===== src/rtl/alu_shift_pkg.sv =====
// Shared opcode and shift-mode encodings for the pipelined ALU + shifter.
package alu_shift_pkg;

  localparam logic [2:0] OP_ADD = 3'b000;
  localparam logic [2:0] OP_SUB = 3'b001;
  localparam logic [2:0] OP_INC = 3'b010;
  localparam logic [2:0] OP_DEC = 3'b011;
  localparam logic [2:0] OP_AND = 3'b100;
  localparam logic [2:0] OP_OR  = 3'b101;
  localparam logic [2:0] OP_XOR = 3'b110;
  localparam logic [2:0] OP_NOT = 3'b111;

  localparam logic [1:0] SH_PASS = 2'b00;
  localparam logic [1:0] SH_LSR  = 2'b01;
  localparam logic [1:0] SH_LSL  = 2'b10;
  localparam logic [1:0] SH_ROR  = 2'b11;

endpackage


===== src/rtl/barrel_shift.sv =====
// Combinational shifter: pass, logical right/left, rotate right by a variable amount.
module barrel_shift
  import alu_shift_pkg::*;
#(
  parameter int WIDTH = 4,
  localparam int SHW = $clog2(WIDTH)
) (
  input  logic [WIDTH-1:0] data,
  input  logic [1:0]       H,
  input  logic [SHW-1:0]   SHAMT,
  output logic [WIDTH-1:0] O
);

  logic             in_range;
  logic [SHW-1:0]   rot_amt;
  logic [2*WIDTH-1:0] dbl;

  always_comb begin
    // Only reachable when WIDTH is not a power of two.
    in_range = 32'(SHAMT) < WIDTH;
    rot_amt  = SHW'(32'(SHAMT) % WIDTH);
    dbl      = {data, data} >> rot_amt;
    O        = data;
    case (H)
      SH_LSR:  O = in_range ? (data >> SHAMT) : '0;
      SH_LSL:  O = in_range ? (data << SHAMT) : '0;
      SH_ROR:  O = dbl[WIDTH-1:0];
      default: O = data;
    endcase
  end

endmodule


===== src/rtl/alu_shift_pipe.sv =====
// Two-stage pipelined ALU (stage 1) + barrel shifter (stage 2) with valid/ready on both sides.
module alu_shift_pipe
  import alu_shift_pkg::*;
#(
  parameter int WIDTH = 4,
  localparam int SHW = $clog2(WIDTH)
) (
  input  logic             clk,
  input  logic             reset,
  input  logic             in_valid,
  output logic             in_ready,
  input  logic [WIDTH-1:0] A,
  input  logic [WIDTH-1:0] B,
  input  logic [2:0]       S,
  input  logic             Cin,
  input  logic [1:0]       H,
  input  logic [SHW-1:0]   SHAMT,
  output logic             out_valid,
  input  logic             out_ready,
  output logic [WIDTH-1:0] F,
  output logic [WIDTH-1:0] O,
  output logic             Cout,
  output logic             Z,
  output logic             V
);

  localparam int MSB = WIDTH - 1;

  // Handshake: a transfer happens on any cycle where valid && ready are both high;
  // a stage advances when it is empty or the stage after it advances, so in_ready
  // depends only on stage state and out_ready, never on in_valid.
  logic adv1, adv2;
  logic s1_valid, s2_valid;

  assign adv2      = !s2_valid || out_ready;
  assign adv1      = !s1_valid || adv2;
  assign in_ready  = adv1;
  assign out_valid = s2_valid;

  logic [WIDTH:0]   alu_sum;
  logic [WIDTH-1:0] alu_b;
  logic             alu_c;
  logic             is_arith;
  logic             alu_v;

  always_comb begin
    alu_b    = '0;
    alu_c    = 1'b0;
    is_arith = 1'b1;
    alu_sum  = '0;
    // Arithmetic ops are all A + b + c with the effective b and carry chosen per op.
    case (S)
      OP_ADD: begin alu_b = B;             alu_c = Cin;  end
      OP_SUB: begin alu_b = ~B;            alu_c = Cin;  end
      OP_INC: begin alu_b = WIDTH'(1);     alu_c = 1'b0; end
      OP_DEC: begin alu_b = ~(WIDTH'(1));  alu_c = 1'b1; end
      default: is_arith = 1'b0;
    endcase
    if (is_arith) begin
      alu_sum = {1'b0, A} + {1'b0, alu_b} + {{WIDTH{1'b0}}, alu_c};
    end else begin
      case (S)
        OP_AND:  alu_sum = {1'b0, A & B};
        OP_OR:   alu_sum = {1'b0, A | B};
        OP_XOR:  alu_sum = {1'b0, A ^ B};
        default: alu_sum = {1'b0, ~A};
      endcase
    end
    alu_v = is_arith && (A[MSB] == alu_b[MSB]) && (alu_sum[MSB] != A[MSB]);
  end

  logic [WIDTH-1:0] s1_f;
  logic             s1_cout, s1_v;
  logic [1:0]       s1_h;
  logic [SHW-1:0]   s1_shamt;

  always_ff @(posedge clk or negedge reset) begin
    if (!reset) begin
      s1_valid <= 1'b0;
      s1_f     <= '0;
      s1_cout  <= 1'b0;
      s1_v     <= 1'b0;
      s1_h     <= '0;
      s1_shamt <= '0;
    end else if (adv1) begin
      s1_valid <= in_valid;
      if (in_valid) begin
        s1_f     <= alu_sum[WIDTH-1:0];
        s1_cout  <= alu_sum[WIDTH];
        s1_v     <= alu_v;
        s1_h     <= H;
        s1_shamt <= SHAMT;
      end
    end
  end

  logic [WIDTH-1:0] shift_o;

  barrel_shift #(.WIDTH(WIDTH)) u_shift (
    .data  (s1_f),
    .H     (s1_h),
    .SHAMT (s1_shamt),
    .O     (shift_o)
  );

  always_ff @(posedge clk or negedge reset) begin
    if (!reset) begin
      s2_valid <= 1'b0;
      F        <= '0;
      O        <= '0;
      Cout     <= 1'b0;
      Z        <= 1'b0;
      V        <= 1'b0;
    end else if (adv2) begin
      s2_valid <= s1_valid;
      if (s1_valid) begin
        F    <= s1_f;
        O    <= shift_o;
        Cout <= s1_cout;
        Z    <= (shift_o == '0);
        V    <= s1_v;
      end
    end
  end

endmodule


===== config.mk =====
export PLATFORM = sky130hd
export DESIGN_NAME = alu_shift_pipe
export DESIGN_NICKNAME = d
export VERILOG_FILES = /design/src/rtl/alu_shift_pkg.sv /design/src/rtl/barrel_shift.sv /design/src/rtl/alu_shift_pipe.sv
export SDC_FILE = /design/constraint.sdc
export NUM_CORES = 1
export LEC_CHECK = 0
export BUFFER_PORTS_ARGS = -buffer_cell sky130_fd_sc_hd__clkbuf_2
export CAP_MARGIN = 5
export CORE_MARGIN = 3
export CORE_UTILIZATION = 55
export DETAILED_ROUTE_END_ITERATION = 8
export GPL_TIMING_DRIVEN = 1
export PLACE_DENSITY = 0.8
export SLEW_MARGIN = 20
export SYNTH_ARGS = -nofsm -noshare
export SYNTH_HDL_FRONTEND = slang
export SYNTH_SLANG_ARGS = --single-unit

===== constraint.sdc =====
create_clock -name clk -period 3.1 [get_ports clk]
set_input_delay 0.155 -clock clk [delete_from_list [all_inputs] [get_ports clk]]
set_output_delay 0.155 -clock clk [all_outputs]
set_load 0.03 [all_outputs]

==> tab_implementation.tex <==
\begin{tabular}{lr}
\hline
Metric & Value \\
\hline
\multicolumn{2}{l}{\textbf{Cells and area}} \\
\quad Area taken by flip-flops and latches & 576 µm² \\
\quad Fill count & 246 \\
\quad Final instance area & 1820 µm² \\
\quad Antenna diodes & 0 \\
\quad Area taken by multi-input logic gates & 933 µm² \\
\quad Area growth from synthesis to layout & 11.2\% \\
\quad Final layout net count & 231 \\
\quad Share of post-route cells with drive strength above 1 & 0.269 \\
\multicolumn{2}{l}{\textbf{Critical path}} \\
\quad Crit. Startpoint & S[1] \\
\quad Critical register-to-register path endpoint & Z \\
\quad Cell depth of the worst flop-to-flop path & 5 \\
\quad Top fanout value on the critical path & 11 \\
\quad Setup crit end & s1\_f[3] \\
\quad Worst Setup Start Kind & primary input \\
\quad Arrival @ worst endpoint & 2010 ps \\
\quad Kind of critical path & primary input to flop \\
\quad Flop-to-flop setup slack & 1300 ps \\
\quad Chain of cells forming the critical path & clkbuf\_2 > nor2\_1 > xnor2\_1 > or2\_2 > inv\_1 > ha\_1 > a21o\_1 > a21oi\_1 > xor2\_1 > o21ai\_0 > a21boi\_0 \\
\quad Required arrival time at the worst endpoint & 3270 ps \\
\quad Worst reg2reg path startpoint & s1\_shamt[0] \\
\quad Largest incremental delay on the critical path & 300 ps \\
\quad Library cell contributing the largest single delay on the critical path & or2\_2 \\
\quad Worst Setup End Kind & flop \\
\multicolumn{2}{l}{\textbf{Synthesis}} \\
\quad Number of synthesized flops with an enable pin & 0 \\
\quad Post-Synthesis Cell Area & 1640 µm² \\
\quad Number of synthesized register bits & 23 \\
\quad Most area-consuming cells after synthesis & dfrtp\_1, ha\_1, mux2\_2, mux4\_2, inv\_1 \\
\quad Synth top cells by count & dfrtp\_1, inv\_1, nand2\_1 \\
\quad Share of flip-flops with an asynchronous set or reset after synthesis & 1.00 \\
\quad Synth top area share & 0.352 \\
\quad Most instantiated library cell after synthesis & dfrtp\_1 \\
\quad Post-synth top flop & dfrtp\_1 \\
\quad Post-synth cell types & 40 \\
\quad Sequential cell area fraction in the yosys report & 0.352 \\
\quad Synthesis warning total & 0 \\
\quad Syn Nets & 203 \\
\quad Syn\_area\_per\_cell & 9.62 µm² \\
\quad Top cell type by total area after synthesis & dfrtp\_1 \\
\quad Gate Count Post-Synth & 170 \\
\multicolumn{2}{l}{\textbf{Timing}} \\
\quad Setup repair after global routing missed its margin & no \\
\quad Achievable frequency & 546 MHz \\
\quad Max-Slew Margin vs Limit & 0.627 \\
\quad Hold violation count in the final report & 0 \\
\quad Fin crit period & 1830 ps \\
\quad Count of endpoints failing setup in the final report & 0 \\
\quad Worst Setup Slack, final & 1270 ps \\
\quad Share of the clock period used by the worst path & 0.591 \\
\quad Post-Route Skew & 9.23 ps \\
\quad Final number of max-transition violations & 0 \\
\quad Worst slew pin tran & 560 ps \\
\quad Setup Total Neg Slack & 0 ps \\
\multicolumn{2}{l}{\textbf{Run status}} \\
\quad Outcome & finished clean \\
\multicolumn{2}{l}{\textbf{Floorplan}} \\
\quad Die Width & 60.5 µm \\
\quad \# rows & 19 \\
\quad Die boundary height & 60.5 µm \\
\quad Overall die area & 3660 µm² \\
\quad Starting density of the core & 0.583 \\
\quad Top Ports & 33 \\
\quad Placeable Area & 2810 µm² \\
\multicolumn{2}{l}{\textbf{Clocking}} \\
\quad Worst skew pair latency & 310 ps \\
\quad Clock transition at the register clock pins on the worst setup and hold paths after CTS & 120 ps \\
\quad TritonCTS clock tree & done \\
\quad Clk sink count & 23 \\
\quad Maximum level of the CTS H-tree & 1 \\
\quad Post-CTS Resized & 0 \\
\quad Root buf cell & clkbuf\_4 \\
\quad Clk buf depth & 2 \\
\quad Cts-stage hold buffer count & 1 \\
\quad Number of buffers created by CTS & 3 \\
\quad Post-CTS Setup Bufs & 0 \\
\multicolumn{2}{l}{\textbf{Global route}} \\
\quad Antenna violations before repair & 0 \\
\quad Total global-route track usage & 0.192 \\
\quad Wire length of the first global-routing pass & 5.31 mm \\
\quad Largest net degree at the start of global routing & 24 \\
\quad Grt total ovfl & 0 \\
\quad Vias in the first global route & 1,276 \\
\multicolumn{2}{l}{\textbf{Hold path}} \\
\quad HP Class & primary input to flop \\
\multicolumn{2}{l}{\textbf{Power and ir drop}} \\
\quad Switching part of the total & 0.401 \\
\quad Power share of the sequential group & 0.453 \\
\quad Maximum vdd ir drop & 0.000300 V \\
\quad Power Total & 0.000942 W \\
\quad Cell leakage power & 0.935 nW \\
\quad Power per unit of standard cell area & 518 nW/µm² \\
\quad Total net switching power & 0.000378 W \\
\quad Gate power share & 0.402 \\
\quad Portion of total power attributed to the clock network & 0.144 \\
\quad Internal cell power & 0.000565 W \\
\multicolumn{2}{l}{\textbf{Detailed routing}} \\
\quad Detailed-route wire length & 3.19 mm \\
\quad Wire length per cell after detailed routing & 14.0 µm \\
\quad Antenna Violating Nets Remaining & 0 \\
\quad Violation count after the first detailed-routing iteration & 55 \\
\quad Via count & 1,319 \\
\quad Drt via density & 5.79 \\
\quad Remaining DRCs & 0 \\
\quad Number of optimization iterations in the first detailed-route pass & 4 \\
\multicolumn{2}{l}{\textbf{Placement}} \\
\quad Port Buffers & 32 \\
\quad Placed inst area & 1780 µm² \\
\quad Final estimated routing congestion in global placement & 0.792 \\
\quad Detailed Place HPWL & 2.55 mm \\
\quad Setup slack after placement & 899 ps \\
\multicolumn{2}{l}{\textbf{Job}} \\
\quad Max-cap violation count & 0 \\
\hline
\end{tabular}
-- worst min-delay path by stage --
stage	startpoint	end	slack [ps]	cells past startpoint
after global placement	reset	Cout	150	1
final	H[0]	s1_h[0]	70	2
after floorplan	reset	Cout	-140	0
after CTS	in_valid	s1_valid	50	2
after global routing	H[0]	s1_h[0]	30	2
after detailed placement	reset	Cout	170	1
-- flip-flops by register name, indices dropped and copies added, names as in the netlist --
name	flops
Cout	1
F	4
O	4
V	1
Z	1
out_valid	1
s1_cout	1
s1_f	4
s1_h	2
s1_shamt	2
s1_v	1
s1_valid	1
-- power by group through the flow --
stage	Combinational, W	Clock (W)	Sequential, W
final	0.000379	0.000136	0.000427
after global routing	0.000417	0.000160	0.000437
after CTS	0.000383	0.000142	0.000427
after detailed placement	0.000381	0	0.000434
after global placement	0.000367	0	0.000429
after floorplan	0.000223	0	0.000487
-- layout by cell type, fill, tap and decap left out, types with 2 or more instances in the layout --
| cell type | instances |
|---|---|
| dfrtp_1 | 23 |
| mux4_2 | 4 |
| mux2_2 | 9 |
| nand2_1 | 17 |
| ha_1 | 11 |
| o21ai_0 | 13 |
| or3_1 | 2 |
| inv_1 | 20 |
| clkbuf_2 | 32 |
| a21o_1 | 3 |
| mux2i_1 | 7 |
| a211oi_1 | 2 |
| xor2_1 | 3 |
| o21a_1 | 2 |
| clkbuf_4 | 3 |
| nand2b_1 | 4 |
| fa_1 | 2 |
| nor2_1 | 7 |
| nand3b_1 | 2 |
| xnor2_1 | 2 |
| a21oi_1 | 9 |
| a22o_1 | 2 |
-- worst max-delay path: cells and delay by family --
family                     cells  cell delay (ps)
adders and majority gates      1              220
AOI/OAI and AO/OA              4              630
buffers and inverters          2              320
and+or+nand+nor                2              410
xor gates and xnor gates       2              280
-- cell type report --
cell class	instances	share of cell area
well taps	31	0.0213
clock buffers	4	0.0144
repair buffers	33	0.0935
multi-input cells	117	0.513
flip-flops and latches	23	0.316
inverters	20	0.0413
-- per-stage QoR --
stage | utilization | hold slack (ps) | cells
floorplan | - | -141 | 170
global placement | 0.636 | 154 | 223
detailed placement | 0.636 | 172 | 223
CTS | 0.649 | 50.9 | 228
global route | 0.649 | 34.5 | 228
finish | 0.649 | 65.8 | 228
-- cell families (layout without fill, tap and decap cells) --
kind of cell               count (synthesis)  after routing  synth area share
AOI/OAI and AO/OA                         40             40             0.161
xor gates and xnor gates                   5              5            0.0268
adders and majority gates                 13             13             0.109
buffers and inverters                     30             57            0.0773
DFF                                       23             23             0.352
muxes                                     20             20             0.160
and+or+nand+nor                           39             39             0.114
-- per-layer routing --
layer / share of wire / global-route usage / vias to the layer above
met3: 0.034 / 0.0468 / 8
met1: 0.40 / 0.206 / 641
met5: 0 / 0 / -
li1: - / - / 642
met4: 0.022 / 0.0650 / 0
met2: 0.55 / 0.364 / 28
Note: power is estimated with default switching activity, not from simulation.
